`src/rtl/u_lsu_if.sv`:
```
// Data-memory bus between the load/store unit (master) and the memory (slave).
// Single outstanding transaction: req held until gnt, read data returned with rvld.
interface u_lsu_if #(
  parameter int unsigned AW = 32
);
  logic          mem_req;
  logic          mem_we;
  logic [3:0]    mem_be;
  logic [AW-1:0] mem_addr;
  logic [31:0]   mem_wdata;
  logic          mem_gnt;
  logic          mem_rvld;
  logic [31:0]   mem_rdata;

  modport master (
    output mem_req, mem_we, mem_be, mem_addr, mem_wdata,
    input  mem_gnt, mem_rvld, mem_rdata
  );

  modport slave (
    input  mem_req, mem_we, mem_be, mem_addr, mem_wdata,
    output mem_gnt, mem_rvld, mem_rdata
  );
endinterface

```
`src/rtl/u_lsu.sv`:
```
// Load/store unit: takes one byte-masked request from the execute stage,
// lane-aligns it, runs one req/gnt (+rvld for loads) bus transaction and
// returns formatted load data or a completion pulse. Misaligned/illegal
// accesses and bus timeouts complete with a one-cycle lsu_err pulse.
module u_lsu #(
  parameter int unsigned AW      = 32,
  parameter int unsigned TIMEOUT = 16
) (
  input  logic        clk,
  input  logic        rst,
  input  logic [31:0] lsu_a,
  input  logic [3:0]  lsu_we,
  input  logic [31:0] lsu_wd,
  input  logic [3:0]  lsu_re,
  input  logic        lsu_sx,
  output logic        lsu_vld,
  output logic [31:0] lsu_rd,
  output logic        lsu_err,
  output logic        lsu_busy,
  u_lsu_if.master     mem
);

  typedef enum logic [1:0] {
    IDLE = 2'd0,
    REQ  = 2'd1,
    WAIT = 2'd2
  } state_t;

  state_t state_q, state_d;

  // captured request
  logic          we_q;
  logic [3:0]    mask_q;
  logic [1:0]    off_q;
  logic          sx_q;
  logic [AW-1:2] addr_q;
  logic [3:0]    be_q;
  logic [31:0]   wdata_q;

  // timeout counter for REQ/WAIT
  logic [7:0]    cnt_q;
  logic          tmo_hit;

  // request decode
  logic          req_any;
  logic          req_store;
  logic [3:0]    req_mask;
  logic [1:0]    req_off;
  logic          req_bad;

  // FSM strobes
  logic          capture;
  logic          cnt_clr;
  logic          cnt_inc;
  logic          fin_vld;
  logic          fin_load;
  logic          fin_err;

  // load formatting
  logic [31:0]   rd_shift;
  logic [31:0]   rd_fmt;

  assign tmo_hit  = (cnt_q == 8'(TIMEOUT - 1));
  assign lsu_busy = (state_q != IDLE);

  assign mem.mem_req   = (state_q == REQ);
  assign mem.mem_we    = we_q;
  assign mem.mem_be    = be_q;
  assign mem.mem_addr  = {addr_q, 2'b00};
  assign mem.mem_wdata = wdata_q;

  // Decode the incoming request: a store wins over a load; illegal masks
  // are folded into the misalignment check.
  always_comb begin
    req_any   = (|lsu_we) || (|lsu_re);
    req_store = |lsu_we;
    req_mask  = req_store ? lsu_we : lsu_re;
    req_off   = lsu_a[1:0];
    case (req_mask)
      4'b0001: req_bad = 1'b0;
      4'b0011: req_bad = req_off[0];
      4'b1111: req_bad = |req_off;
      default: req_bad = 1'b1;
    endcase
  end

  // State register.
  always_ff @(posedge clk or posedge rst) begin
    if (rst) begin
      state_q <= IDLE;
    end else begin
      state_q <= state_d;
    end
  end

  // Next-state and control strobes.
  always_comb begin
    state_d  = state_q;
    capture  = 1'b0;
    cnt_clr  = 1'b0;
    cnt_inc  = 1'b0;
    fin_vld  = 1'b0;
    fin_load = 1'b0;
    fin_err  = 1'b0;
    unique case (state_q)
      IDLE: begin
        if (req_any) begin
          if (req_bad) begin
            fin_err = 1'b1;
          end else begin
            capture = 1'b1;
            cnt_clr = 1'b1;
            state_d = REQ;
          end
        end
      end
      REQ: begin
        if (mem.mem_gnt) begin
          cnt_clr = 1'b1;
          if (we_q) begin
            fin_vld = 1'b1;
            state_d = IDLE;
          end else begin
            state_d = WAIT;
          end
        end else if (tmo_hit) begin
          fin_err = 1'b1;
          state_d = IDLE;
        end else begin
          cnt_inc = 1'b1;
        end
      end
      WAIT: begin
        if (mem.mem_rvld) begin
          fin_vld  = 1'b1;
          fin_load = 1'b1;
          state_d  = IDLE;
        end else if (tmo_hit) begin
          fin_err = 1'b1;
          state_d = IDLE;
        end else begin
          cnt_inc = 1'b1;
        end
      end
      default: state_d = IDLE;
    endcase
  end

  // Right-align the addressed lanes and extend to 32 bits.
  always_comb begin
    rd_shift = mem.mem_rdata >> {off_q, 3'b000};
    case (mask_q)
      4'b0001: rd_fmt = {{24{sx_q & rd_shift[7]}}, rd_shift[7:0]};
      4'b0011: rd_fmt = {{16{sx_q & rd_shift[15]}}, rd_shift[15:0]};
      default: rd_fmt = rd_shift;
    endcase
  end

  // Request capture with lane shifting done up front so the bus fields
  // stay stable for the whole REQ phase.
  always_ff @(posedge clk or posedge rst) begin
    if (rst) begin
      we_q    <= 1'b0;
      mask_q  <= '0;
      off_q   <= '0;
      sx_q    <= 1'b0;
      addr_q  <= '0;
      be_q    <= '0;
      wdata_q <= '0;
    end else if (capture) begin
      we_q    <= req_store;
      mask_q  <= req_mask;
      off_q   <= req_off;
      sx_q    <= lsu_sx;
      addr_q  <= lsu_a[AW-1:2];
      be_q    <= req_mask << req_off;
      wdata_q <= lsu_wd << {req_off, 3'b000};
    end
  end

  // Timeout counter: cleared on entry to REQ/WAIT, counts while waiting.
  always_ff @(posedge clk or posedge rst) begin
    if (rst) begin
      cnt_q <= '0;
    end else if (cnt_clr) begin
      cnt_q <= '0;
    end else if (cnt_inc) begin
      cnt_q <= cnt_q + 8'd1;
    end
  end

  // Registered completion outputs.
  always_ff @(posedge clk or posedge rst) begin
    if (rst) begin
      lsu_vld <= 1'b0;
      lsu_err <= 1'b0;
      lsu_rd  <= '0;
    end else begin
      lsu_vld <= fin_vld;
      lsu_err <= fin_err;
      lsu_rd  <= fin_load ? rd_fmt : '0;
    end
  end

endmodule
```
`src/flat_wrapper.sv`:
```
// flat-port wrapper written by rule: the top's interface ports become plain ports
module u_lsu_flat 
#(
  parameter int unsigned AW      = 32,
  parameter int unsigned TIMEOUT = 16
)
  (clk, rst, lsu_a, lsu_we, lsu_wd, lsu_re, lsu_sx, lsu_vld, lsu_rd, lsu_err, lsu_busy, mem_mem_req, mem_mem_we, mem_mem_be, mem_mem_addr, mem_mem_wdata, mem_mem_gnt, mem_mem_rvld, mem_mem_rdata);
  u_lsu_if #(.AW(AW)) mem_i ();
  input  logic clk;
  input  logic rst;
  input  logic [31:0] lsu_a;
  input  logic [3:0] lsu_we;
  input  logic [31:0] lsu_wd;
  input  logic [3:0] lsu_re;
  input  logic lsu_sx;
  output logic lsu_vld;
  output logic [31:0] lsu_rd;
  output logic lsu_err;
  output logic lsu_busy;
  output wire logic [$bits(mem_i.mem_req)-1:0] mem_mem_req;
  output wire logic [$bits(mem_i.mem_we)-1:0] mem_mem_we;
  output wire logic [$bits(mem_i.mem_be)-1:0] mem_mem_be;
  output wire logic [$bits(mem_i.mem_addr)-1:0] mem_mem_addr;
  output wire logic [$bits(mem_i.mem_wdata)-1:0] mem_mem_wdata;
  input wire logic [$bits(mem_i.mem_gnt)-1:0] mem_mem_gnt;
  input wire logic [$bits(mem_i.mem_rvld)-1:0] mem_mem_rvld;
  input wire logic [$bits(mem_i.mem_rdata)-1:0] mem_mem_rdata;
  assign mem_mem_req = mem_i.mem_req;
  assign mem_mem_we = mem_i.mem_we;
  assign mem_mem_be = mem_i.mem_be;
  assign mem_mem_addr = mem_i.mem_addr;
  assign mem_mem_wdata = mem_i.mem_wdata;
  assign mem_i.mem_gnt = mem_mem_gnt;
  assign mem_i.mem_rvld = mem_mem_rvld;
  assign mem_i.mem_rdata = mem_mem_rdata;
  u_lsu #(.AW(AW), .TIMEOUT(TIMEOUT)) u_core (.clk(clk), .rst(rst), .lsu_a(lsu_a), .lsu_we(lsu_we), .lsu_wd(lsu_wd), .lsu_re(lsu_re), .lsu_sx(lsu_sx), .lsu_vld(lsu_vld), .lsu_rd(lsu_rd), .lsu_err(lsu_err), .lsu_busy(lsu_busy), .mem(mem_i));
endmodule
```
`config.mk`:
```
export PLATFORM = sky130hd
export DESIGN_NAME = u_lsu_flat
export DESIGN_NICKNAME = d
export VERILOG_FILES = /design/src/rtl/u_lsu_if.sv /design/src/rtl/u_lsu.sv /design/src/flat_wrapper.sv
export SDC_FILE = /design/constraint.sdc
export NUM_CORES = 1
export LEC_CHECK = 0
export CORE_MARGIN = 10
export CORE_UTILIZATION = 45
export DETAILED_ROUTE_END_ITERATION = 6
export PLACE_DENSITY = 0.86
export SLEW_MARGIN = 10
export SYNTH_ARGS = -nofsm -noshare
export SYNTH_HDL_FRONTEND = slang
export SYNTH_SLANG_ARGS = --single-unit
```
`constraint.sdc`:
```
create_clock -name clk -period 5 [get_ports clk]
set_input_delay 1 -clock clk [delete_from_list [all_inputs] [get_ports clk]]
set_output_delay 1 -clock clk [all_outputs]
set_load 0.05 [all_outputs]
```
==> results <==
- The TritonCTS clock tree is built.
- The finished cells cover 8580 µm².
- The highest clock rate is 267 MHz.
- In this run the post-CTS setup repair buffer count came out at 0.
- The startpoint identified for the worst hold timing path is u_core.mem.mem_be[1].
- The number of cell instances on the worst register-to-register path is 8.
- Post-CTS repair changed the size of 0 cells.
- The summed negative setup slack over all endpoints is 0 ns.
- Detailed placement ended at an HPWL of 14600 µm.
- Global routing used 21.3% of the available tracks across all layers.
- The biggest fanout along the worst timing path is 26.
- The average size of a mapped cell is 11.0 µm².
- The setup-violating endpoint count in the final report is 0.
- The number of inserted filler cells in the final layout is 928.
- Setup repair after global routing left no endpoint under its margin.
- At the pin with the least slew margin, the transition time is 1.11 ns.
- Summing every instance area after synthesis gives 5730 µm².
- The share of cells above drive strength 1 is 6.87%.
- The die height is 133 µm.
- STA classifies the critical path startpoint as an input port.
- The flow ran to the end, and the final reports show no timing, DRC or antenna violations.
- The clock passes through at most 2 buffers.
- The average detailed-routed wire length per instance is 20.9 µm.
- The number of failing hold endpoints at the final stage is 0.
- The power density relative to cell area is 594 nW/µm².
- The clock buffer count from CTS is 17.
- The worst path uses 74.8% of the clock period.
- For this run, the share of the core covered by cells in the final layout is 68.3%.
- The area growth from synthesis to layout is 49.7%.
- After clock tree synthesis, the clock-pin slew on the worst setup and hold paths is 0.06 ns.
- The endpoint of the worst register-to-register path is u_core.mem.mem_wdata[9].
- During I/O placement, the number of pins put on the boundary was 214.
- The maximum number of pins on one net before global-route repair is 46.
- The clock network is responsible for 25.1% of the overall power.
- The via count of the first global-routing pass is 5331.
- The wire length of the first global-routing pass is 29900 µm.
- Counting tap cells, the placed design contains a total of 882 instances.
- During synthesis, Yosys emitted a total of 0 warnings.
- The die footprint is 17700 µm².
- The post-detailed-route DRC marker count is 0.
- The depth of the CTS H-tree is 4.
- For this design, the CTS-stage hold fixing added 0 buffers.
- The reg-to-reg setup timing slack is 1.96 ns.
- In this run the power spent charging and discharging nets is 2.22 mW.
- Across the VDD grid, the largest voltage drop is 0.523 mV.
- The number of nets with antenna violations after detailed routing is 0.
- The area of the multi-input gates is 2560 µm².
- The routed design has 19100 µm of wire.
- The number of distinct library cells after synthesis is 49.
- The worst-skew pair later-pin latency is 0.41 ns.
- In this design, the stage delay of the slowest critical-path cell is 0.59 ns.
- The cell with the biggest individual delay on the critical path is sky130_fd_sc_hd__nor2_4.
- The number of placement rows is 41.
- The clock skew after layout is 0.0153 ns.
- Along the worst hold path, the cell count comes to 1.
- The class of the worst hold path is reg -> reg.
- The leading cell type in the layout, fill and taps excluded is sky130_fd_sc_hd__clkdlybuf4s50_1.
- The critical register-to-register path startpoint is u_core.state_q[0].
- In this run switching power makes up 43.4% of total power.
- In this run the horizontal extent of the chip is 133 µm.
- The net total in the final layout is 843.
- The tree built by TritonCTS fans out to 118 sinks.
- The number of enable flip-flop cells after synthesis is 0.
- The worst path in the final design needs a cycle of 3.74 ns, including I/O delays and setup.
- Using the TritonRoute via totals, the vias-per-cell ratio works out to 5.37.
- Overall power consumption after layout is estimated at 5.10 mW.
- For this design the static power due to leakage is 3.68 nW.
- The number of max-capacitance violations reported is 0.
- The combinational cell fraction of total power is 46.3%.
- The worst pin sits at a relative slew slack of 25.9%.
- The initial core utilization is 45.6%.
- At the worst endpoint, the arrival time is 4.03 ns.
- After the first detailed-routing iteration, the DRC count stood at 324.
- The count of input and output buffers is 211.
- At the end of routability-driven placement, the weighted congestion stood at 0.958.
- In this run the cell area measured after placement is 7950 µm².
- Cell internal power was estimated by the tool at 2.89 mW.
- The final route contains 4914 vias.
- The worst setup path is captured at a flip-flop.
- The async set or reset register ratio after synthesis is 100%.
- Counting every instance in the synthesized netlist gives 523.
- Leaving out filler cells and counting taps, the final layout contains 915.
- The number of synthesized register bits is 118.
- The core region is 12600 µm².
- Leaving out fill and tap cells, the most frequent cells in the layout are 211 x sky130_fd_sc_hd__clkdlybuf4s50_1, 118 x sky130_fd_sc_hd__dfrtp_1, 64 x sky130_fd_sc_hd__mux2_1.
- The sequential share of the synthesized area is 51.5%.
- The number of antenna violations at the first check in global routing came to 1.
- The detailed-routing iteration count for the pre-antenna-repair pass is 4.
- The number of pins with negative max-slew slack in the final report is 0.
- The total overflow left after global routing is 0.
- The timing startpoint of the critical path is lsu_we[1].
- The cell at the root of the clock tree is sky130_fd_sc_hd__clkbuf_16.
- The critical path goes through clkdlybuf4s50_1, nor4_2, a32oi_1, o31a_1, nor2_4, buf_4, mux2_1.
- The class of the most critical setup path is in -> reg.
- The part of the total power dissipated in sequential elements is 28.5%.
- The critical path data required time is 5.29 ns.
- The worst hold endpoint is u_core.mem.mem_be[1].
- The commonest register cell after synthesis is sky130_fd_sc_hd__dfrtp_1.
- The footprint of the flip-flops and latches is 2950 µm².
## Yosys cell counts, types with 6 or more instances
master	count	area share [%]
sky130_fd_sc_hd__nand2_1	37	2.4
sky130_fd_sc_hd__nor2b_1	19	2.1
sky130_fd_sc_hd__dfrtp_1	118	52
sky130_fd_sc_hd__nor2_1	57	3.7
sky130_fd_sc_hd__a21oi_1	28	2.4
sky130_fd_sc_hd__o21ai_0	26	2.3
sky130_fd_sc_hd__clkbuf_1	17	1.1
sky130_fd_sc_hd__o31ai_1	10	1.3
sky130_fd_sc_hd__buf_6	6	1.2
sky130_fd_sc_hd__mux2i_1	36	6.3
sky130_fd_sc_hd__inv_1	12	0.79
sky130_fd_sc_hd__mux2_1	64	13
sky130_fd_sc_hd__a211oi_1	23	3.0
sky130_fd_sc_hd__nor3_1	9	0.79
## metal layers
| metal | track usage (%) | vias to the layer above | part of all wire (%) |
|---|---|---|---|
| met3 | 7.31 | 30 | 8.6 |
| met1 | 25.1 | 2391 | 40 |
| met4 | 8.68 | 0 | 2.4 |
| met2 | 34.9 | 223 | 49 |
| met5 | 0 | - | 0 |
| li1 | - | 2270 | - |
## worst max-delay path, delay by kind of cell
family | cells | cell delay (ns)
AO/OA/AOI/OAI | 2 | 0.65
buffers and inverters | 2 | 0.98
multiplexers | 1 | 0.37
AND/OR/NAND/NOR | 2 | 0.99
## stage by stage
step           setup WS (ns)  hold WS, ns
2_1_floorplan          0.871        0.424
3_3_place_gp           0.984        0.438
3_5_place_dp           0.851        0.456
4_1_cts                 1.30        0.486
5_1_grt                 1.02        0.489
6_report                1.26        0.483
## registers in the layout (all words and copies together), names as in the netlist
register and cells:
u_core.mem.mem_we 1, u_core.cnt_q 8, u_core.off_q 2, u_core.state_q 2, u_core.lsu_vld 1, u_core.sx_q 1
u_core.mem.mem_wdata 32, u_core.addr_q 30, u_core.lsu_err 1, u_core.lsu_rd 32, u_core.mask_q 4, u_core.mem.mem_be 4
## how the worst max path moves through the flow
stage | end | slack, ns | depth (start not counted)
after floorplan | u_core.addr_q[10] | 0.87 | 1
after global placement | u_core.mem.mem_wdata[9] | 0.98 | 7
after detailed placement | u_core.mem.mem_wdata[9] | 0.85 | 7
after CTS | u_core.mem.mem_wdata[9] | 1.30 | 7
after global routing | u_core.mem.mem_be[0] | 1.02 | 7
final | u_core.mem.mem_wdata[9] | 1.26 | 7
## kinds of logic after synthesis
logic type	count (synthesis)	share of synthesized area, %
and+or+nand+nor	141	11.4
adders and majority gates	5	1.09
other	1	0.0654
buffers and inverters	45	3.99
muxes	101	19.2
AOI/OAI and AO/OA	105	11.6
DFF	118	51.5
xor gates and xnor gates	7	1.07
## power groups by stage
stage / combinational (mW) / sequential [mW] / clock (mW)
floorplan: 0.685 / 2.28 / 0
global placement: 2.33 / 1.45 / 0
detailed placement: 2.37 / 1.46 / 0
CTS: 2.38 / 1.46 / 1.31
global route: 2.48 / 1.49 / 1.35
finish: 2.36 / 1.46 / 1.28
## layout make-up
| type | count | share of cell area, % |
|---|---|---|
| clock buffers | 18 | 5.12 |
| inverters | 12 | 0.554 |
| well taps | 172 | 2.51 |
| flip-flops and latches | 118 | 34.4 |
| repair buffers | 219 | 25.3 |
| multi-input cells | 361 | 29.9 |
| clock inverters | 14 | 2.20 |
| diodes | 1 | 0.0292 |
Note: power is estimated with default switching activity, not from simulation.
